===== src/rtl/snitch_icache_perf_ctr.sv =====
// Cluster-wide L0 instruction-cache event counters with a single-entry registered read port.
// Define SNITCH_ICACHE_PERF_OVF_IRQ_EN to add sticky saturation flags and an overflow interrupt.

module snitch_icache_perf_ctr_chk #(
  parameter int unsigned CNT_WIDTH = 32
) (
  input logic                 clk_i,
  input logic                 rst_ni,
  input logic                 req_valid_i,
  input logic                 req_ready_o,
  input logic [2:0]           req_addr_i,
  input logic                 rsp_valid_o,
  input logic                 rsp_ready_i,
  input logic [CNT_WIDTH-1:0] rsp_data_o
);

  property p_req_addr_stable;
    @(posedge clk_i) disable iff (!rst_ni)
      (req_valid_i && !req_ready_o) |=> $stable(req_addr_i);
  endproperty

  property p_rsp_data_stable;
    @(posedge clk_i) disable iff (!rst_ni)
      (rsp_valid_o && !rsp_ready_i) |=> $stable(rsp_data_o);
  endproperty

  a_req_addr_stable: assert property (p_req_addr_stable)
    else $error("req_addr_i changed while request stalled");
  a_rsp_data_stable: assert property (p_rsp_data_stable)
    else $error("rsp_data_o changed while response stalled");

endmodule

module snitch_icache_perf_ctr #(
  parameter int unsigned NR_FETCH_PORTS = 2,
  parameter int unsigned CNT_WIDTH      = 32
) (
  input  logic                           clk_i,
  input  logic                           rst_ni,
  input  logic [NR_FETCH_PORTS-1:0][4:0] events_i,
  input  logic                           enable_i,
  input  logic                           clear_i,
  input  logic                           req_valid_i,
  output logic                           req_ready_o,
  input  logic [2:0]                     req_addr_i,
  output logic                           rsp_valid_o,
  input  logic                           rsp_ready_i,
  output logic [CNT_WIDTH-1:0]           rsp_data_o,
`ifdef SNITCH_ICACHE_PERF_OVF_IRQ_EN
  output logic                           ovf_irq_o,
  output logic [5:0]                     ovf_mask_o,
`endif
  output logic                           rsp_err_o
);

  localparam int unsigned NR_CNT = 6;
  localparam int unsigned NR_EVT = 5;
  localparam logic [CNT_WIDTH-1:0] CNT_MAX = {CNT_WIDTH{1'b1}};

  // Number of ports asserting one event bit, widened to the saturation-check width.
  function automatic logic [CNT_WIDTH:0] evt_popcount(input logic [NR_FETCH_PORTS-1:0] bits);
    logic [CNT_WIDTH:0] sum;
    sum = {(CNT_WIDTH+1){1'b0}};
    for (int unsigned p = 0; p < NR_FETCH_PORTS; p++) begin
      sum = sum + {{CNT_WIDTH{1'b0}}, bits[p]};
    end
    return sum;
  endfunction

  function automatic logic [CNT_WIDTH-1:0] sat_add(input logic [CNT_WIDTH-1:0] cnt,
                                                   input logic [CNT_WIDTH:0]   inc);
    logic [CNT_WIDTH:0] sum;
    sum = {1'b0, cnt} + inc;
    if (sum > {1'b0, CNT_MAX}) begin
      return CNT_MAX;
    end else begin
      return sum[CNT_WIDTH-1:0];
    end
  endfunction

  logic [NR_EVT-1:0][NR_FETCH_PORTS-1:0] evt_bits_s;
  logic [NR_EVT-1:0][CNT_WIDTH:0]        evt_inc_s;
  logic [NR_CNT-1:0][CNT_WIDTH-1:0]      cnt_d, cnt_q;
  logic                                  rsp_valid_d, rsp_valid_q;
  logic [CNT_WIDTH-1:0]                  rsp_data_d, rsp_data_q;
  logic                                  rsp_err_d, rsp_err_q;
  logic                                  req_hs_s;

  // Regroup events per type so each counter sees one bit per fetch port.
  always_comb begin
    evt_bits_s = {(NR_EVT*NR_FETCH_PORTS){1'b0}};
    evt_inc_s  = {(NR_EVT*(CNT_WIDTH+1)){1'b0}};
    for (int unsigned k = 0; k < NR_EVT; k++) begin
      for (int unsigned p = 0; p < NR_FETCH_PORTS; p++) begin
        evt_bits_s[k][p] = events_i[p][k];
      end
      evt_inc_s[k] = evt_popcount(evt_bits_s[k]);
    end
  end

  // Counter next state: clear has priority over any increment.
  always_comb begin
    cnt_d = cnt_q;
    if (clear_i) begin
      cnt_d = {(NR_CNT*CNT_WIDTH){1'b0}};
    end else if (enable_i) begin
      for (int unsigned k = 0; k < NR_EVT; k++) begin
        cnt_d[k] = sat_add(cnt_q[k], evt_inc_s[k]);
      end
      cnt_d[NR_CNT-1] = sat_add(cnt_q[NR_CNT-1], {{CNT_WIDTH{1'b0}}, 1'b1});
    end else begin
      cnt_d = cnt_q;
    end
  end

  // Counter state register.
  always_ff @(posedge clk_i or negedge rst_ni) begin
    if (!rst_ni) begin
      cnt_q <= {(NR_CNT*CNT_WIDTH){1'b0}};
    end else begin
      cnt_q <= cnt_d;
    end
  end

  assign req_ready_o = !rsp_valid_q || rsp_ready_i;
  assign req_hs_s    = req_valid_i && req_ready_o;

  // Response next state: a new handshake reloads the register even while it is being drained.
  always_comb begin
    rsp_valid_d = rsp_valid_q;
    rsp_data_d  = rsp_data_q;
    rsp_err_d   = rsp_err_q;
    if (req_hs_s) begin
      rsp_valid_d = 1'b1;
      rsp_err_d   = 1'b0;
      case (req_addr_i)
        3'd0:    rsp_data_d = cnt_q[0];
        3'd1:    rsp_data_d = cnt_q[1];
        3'd2:    rsp_data_d = cnt_q[2];
        3'd3:    rsp_data_d = cnt_q[3];
        3'd4:    rsp_data_d = cnt_q[4];
        3'd5:    rsp_data_d = cnt_q[5];
        default: begin
          rsp_data_d = {CNT_WIDTH{1'b0}};
          rsp_err_d  = 1'b1;
        end
      endcase
    end else if (rsp_ready_i) begin
      rsp_valid_d = 1'b0;
    end else begin
      rsp_valid_d = rsp_valid_q;
    end
  end

  // Response register.
  always_ff @(posedge clk_i or negedge rst_ni) begin
    if (!rst_ni) begin
      rsp_valid_q <= 1'b0;
      rsp_data_q  <= {CNT_WIDTH{1'b0}};
      rsp_err_q   <= 1'b0;
    end else begin
      rsp_valid_q <= rsp_valid_d;
      rsp_data_q  <= rsp_data_d;
      rsp_err_q   <= rsp_err_d;
    end
  end

  assign rsp_valid_o = rsp_valid_q;
  assign rsp_data_o  = rsp_data_q;
  assign rsp_err_o   = rsp_err_q;

`ifdef SNITCH_ICACHE_PERF_OVF_IRQ_EN
  logic [NR_CNT-1:0] sat_s;
  logic [NR_CNT-1:0] ovf_mask_d, ovf_mask_q;
  logic              ovf_irq_d, ovf_irq_q;

  // Flags latch from the registered counters, so they rise the cycle after saturation.
  always_comb begin
    sat_s      = {NR_CNT{1'b0}};
    ovf_mask_d = ovf_mask_q;
    ovf_irq_d  = ovf_irq_q;
    for (int unsigned k = 0; k < NR_CNT; k++) begin
      sat_s[k] = (cnt_q[k] == CNT_MAX);
    end
    if (clear_i) begin
      ovf_mask_d = {NR_CNT{1'b0}};
      ovf_irq_d  = 1'b0;
    end else begin
      ovf_mask_d = ovf_mask_q | sat_s;
      ovf_irq_d  = ovf_irq_q | (|sat_s);
    end
  end

  // Sticky overflow flag registers.
  always_ff @(posedge clk_i or negedge rst_ni) begin
    if (!rst_ni) begin
      ovf_mask_q <= {NR_CNT{1'b0}};
      ovf_irq_q  <= 1'b0;
    end else begin
      ovf_mask_q <= ovf_mask_d;
      ovf_irq_q  <= ovf_irq_d;
    end
  end

  assign ovf_mask_o = ovf_mask_q;
  assign ovf_irq_o  = ovf_irq_q;
`endif

  snitch_icache_perf_ctr_chk #(
    .CNT_WIDTH (CNT_WIDTH)
  ) i_chk (
    .clk_i       (clk_i),
    .rst_ni      (rst_ni),
    .req_valid_i (req_valid_i),
    .req_ready_o (req_ready_o),
    .req_addr_i  (req_addr_i),
    .rsp_valid_o (rsp_valid_o),
    .rsp_ready_i (rsp_ready_i),
    .rsp_data_o  (rsp_data_o)
  );

endmodule


===== config.mk =====
export PLATFORM = sky130hd
export DESIGN_NAME = snitch_icache_perf_ctr
export DESIGN_NICKNAME = d
export VERILOG_FILES = /design/src/rtl/snitch_icache_perf_ctr.sv
export SDC_FILE = /design/constraint.sdc
export NUM_CORES = 1
export LEC_CHECK = 0
export ABC_CLOCK_PERIOD_IN_PS = 4970
export CORE_ASPECT_RATIO = 0.6
export CORE_MARGIN = 3
export CORE_UTILIZATION = 45
export CTS_CLUSTER_SIZE = 40
export DETAILED_ROUTE_END_ITERATION = 8
export PLACE_DENSITY = 0.66
export SLEW_MARGIN = 5
export SYNTH_ARGS = -nofsm -noshare
export SYNTH_HDL_FRONTEND = slang
export SYNTH_SLANG_ARGS = --single-unit

===== constraint.sdc =====
create_clock -name clk_i -period 4.97 [get_ports clk_i]
set_input_delay 0.497 -clock clk_i [delete_from_list [all_inputs] [get_ports clk_i]]
set_output_delay 0.497 -clock clk_i [all_outputs]
set_load 0.05 [all_outputs]

==> results.cfg <==
[die]
floorplan.io_pins = 54
floorplan.die_area_um2 = 32040
coreArea_um2 = 29070
floorplan.initialDensity_pct = 46.23
die_width_um = 229.1
placement_rows = 48
dieHeight_um = 139.9

[synth]
synthSimpleGateAreaFrac_pct = 26.08
synth_top_cells_by_area = dfrtp_1, nand2_1, nor2_1, a21oi_1, o21ai_0
synthesis.instances = 1597
post_synth.cell_area_avg_um2 = 8.414
dominantRegCellSynth = dfrtp_1
syn_area_um2 = 13440
yosysWarningCount = 0
yosys.area_share.xor_xnor_pct = 0.7170
post_synth_fa_ha_maj_area_fraction_pct = 1.862
ys_async_sr_fraction_pct = 100.0
synth.area.mux_share_pct = 0.5308
synth_largest_type_area_fraction_pct = 42.09
netlist.top_cell.by_area = dfrtp_1
synth.net_count = 1633
synth_edf_count = 0
synth_top_family_by_area = simple AND/OR/NAND/NOR gates
complex_gate_fraction_of_the_synthesized_area_pct = 24.51
synth-seq-area-share_pct = 42.09
synth-seq-cells = 226
synth.distinct_cells = 64

[timing]
clock_skew_ns = 0.009270
final_min_period_over_clock_period_pct = 69.54
final_period_minus_worst_setup_slack_ns = 3.456
setup_total_negative_slack_ns = 0
rsz0062_at_grt = false
slew_headroom_pct = 21.96
timing.final.max_slew_violations = 0
tightest_slew_ns = 1.160
hold_violations = 0
hold_slack_ns = 0.07395
max_freq_mhz = 289.4
final-setup-viol-count = 0

[power_and_ir_drop]
power.internal_uw = 3029
irDropWorstVdd_v = 0.0002115
power_leakage_uw = 0.005872
design_power_total_uw = 4064
power.share.clock_pct = 46.4
netSwitchingPower_uw = 1035
p_per_area_nw_per_um2 = 270.9
seq_power_share_pct = 46.6
swShare_pct = 25.46
combPwrFrac_pct = 6.9

[detailed_routing]
route.detailed.drc = 0
routedWlPerCell_um = 23.79
detailedRoute.firstPassIterationCount = 7
drt-initial-drc-count = 2058
sum_of_routed_wire_length_over_all_layers_um = 47580
num_vias = 13210
final_antenna_net_count = 0
viasPerCell = 6.603

[clocking]
clkSinkCount = 226
cts_htree_levels = 1
clock_tree.root_cell = clkbuf_16
numCtsBuffers = 24
tritoncts = built
cts_hold_repair.buffers = 0
clk_transition_reported_paths_ns = 0.06
clock_tree.buffer_depth = 3
postCtsSetupBuffers = 0
post_cts_resize_count = 0
worst_skew_pair.late_latency_ns = 0.54

[placed_design]
globalplace.congestion = 0.9834
hpwlAfterDp_um = 33410
number_of_buffers_added_on_ports = 53

[final_layout]
number_of_inserted_filler_cells_in_the_final_layout = 2759
antenna_cells = 0
post_route_cells_drive_above_1_share_pct = 5.875
nets = 1620
layout.core_utilization_pct = 51.61
areaGrowthSynthToFinish_pct = 11.66

[critical_path]
maximum_fanout_along_the_worst_path = 13
cp.required_ns = 5.40
setup.worst_path.start_class = flip-flop
cp.arrival_ns = 3.88
criticalPathCategory = flip-flop to flip-flop
worstSetupEndpointType = flip-flop

[global_routing]
grt_remaining_overflow = 0
largest_net_degree_at_the_start_of_global_routing = 126
antenna_found_initial = 0
grt_pass1_wl_um = 73430
grtUsageMet1_pct = 47.91
grtUsageTotal_pct = 29.23
first_global_vias = 11750
global_route.peak_usage_layer = met1
gr-usage-met2_pct = 35.82
use_met3_pct = 9.902

[outcome]
status = finished, final reports clean

[hold_path]
timing.hold.worst.class = input port to async pin

[job]
cap_viol_max_count = 0
per-layer routing:
layer | routed length (um) | share of wire [%]
met5 | 0 | 0
met4 | 950 | 2.0
met3 | 6854 | 14
met2 | 17660 | 37
met1 | 22110 | 46
cells in the final DEF (no fill, tap or decap), types with 40 or more instances in the layout:
| cell | n |
|---|---|
| dfrtp_1 | 226 |
| nand2_1 | 190 |
| nor2_1 | 162 |
| a21oi_1 | 114 |
| o21ai_0 | 110 |
| nand3_1 | 95 |
| nor3_1 | 69 |
| a22oi_1 | 65 |
| and3_1 | 50 |
| clkdlybuf4s50_1 | 50 |
| a211oi_1 | 47 |
| a311oi_1 | 40 |
layout make-up:
| cell class | instances | area (um2) | share of cell area, % |
|---|---|---|---|
| inverter | 32 | 120.1 | 0.8006 |
| clock inverter | 4 | 47.55 | 0.3169 |
| clock buffer | 38 | 764.5 | 5.096 |
| sequential | 226 | 5655 | 37.70 |
| multi-input combinational | 1231 | 7236 | 48.23 |
| tap | 400 | 500.5 | 3.336 |
| timing repair buffer | 69 | 679.4 | 4.528 |
critical path: stages (launching register included):
cell      delay (ns)
dfrtp_1         0.48
and3_1          0.31
and3_1          0.29
nand2_1         0.12
nor3_1          0.65
nand3_1         0.60
nand2_1         0.40
nor2_1          0.16
a311oi_1        0.33
worst paths after layout:
kind / start / end / slack, ns / cells past startpoint
max in group asynchronous: rst_ni / cnt_q[97]$_DFFE_PN0P_ / 3.77 / 2
min in group clk_i: rsp_data_o[27]$_DFFE_PN0P_ / rsp_data_o[27]$_DFFE_PN0P_ / 0.48 / 2
max: cnt_q[140]$_DFFE_PN0P_ / cnt_q[151]$_DFFE_PN0P_ / 1.51 / 8
max reg2reg: cnt_q[140]$_DFFE_PN0P_ / cnt_q[151]$_DFFE_PN0P_ / 1.51 / 8
min reg2reg: rsp_data_o[27]$_DFFE_PN0P_ / rsp_data_o[27]$_DFFE_PN0P_ / 0.48 / 2
min: rst_ni / cnt_q[183]$_DFFE_PN0P_ / 0.07 / 1
synthesized netlist by cell type, drive strengths merged, types with 7 or more instances:
cell / count
nor3: 70
o21ai: 111
nand4: 33
inv: 31
or2: 8
clkbuf: 92
ha: 12
a211o: 8
dfrtp: 226
nand3: 96
a21oi: 114
nor2: 163
and2: 18
nor2b: 12
o21a: 8
a211oi: 47
and3: 50
o221a: 7
nor4: 17
nand2: 190
o211a: 7
a22oi: 65
a311oi: 48
nand2b: 7
a221oi: 33
buf: 16
a31oi: 13
and4: 21
per-stage QoR:
stage,cells,worst slack (ns),cell area (um2)
4_1_cts,2000,1.655,15000
6_report,2000,1.514,15000
3_3_place_gp,1958,1.535,14190
5_1_grt,2000,1.353,15000
2_1_floorplan,1597,2.415,13440
3_5_place_dp,1958,1.504,14190
cells by family after synthesis:
family / count (synthesis)
AND/OR/NAND/NOR: 709
AO/OA/AOI/OAI: 487
flip-flops: 226
buffers and inverters: 140
adder cells (fa/ha/maj): 17
XOR/XNOR: 11
multiplexers: 7
flip-flops by register name, indices dropped and copies added, names as in the netlist:
register	flops
rsp_data_o	32
rsp_err_o	1
rsp_valid_o	1
cnt_q	192
power by group through the flow:
stage	Clock, uW	Sequential (uW)	Combinational [uW]
global route	1990	1900	308
finish	1890	1890	282
floorplan	0	1930	143
CTS	1920	1890	280
global placement	0	1930	278
detailed placement	0	1930	279
(Power assumes the default switching activity.)
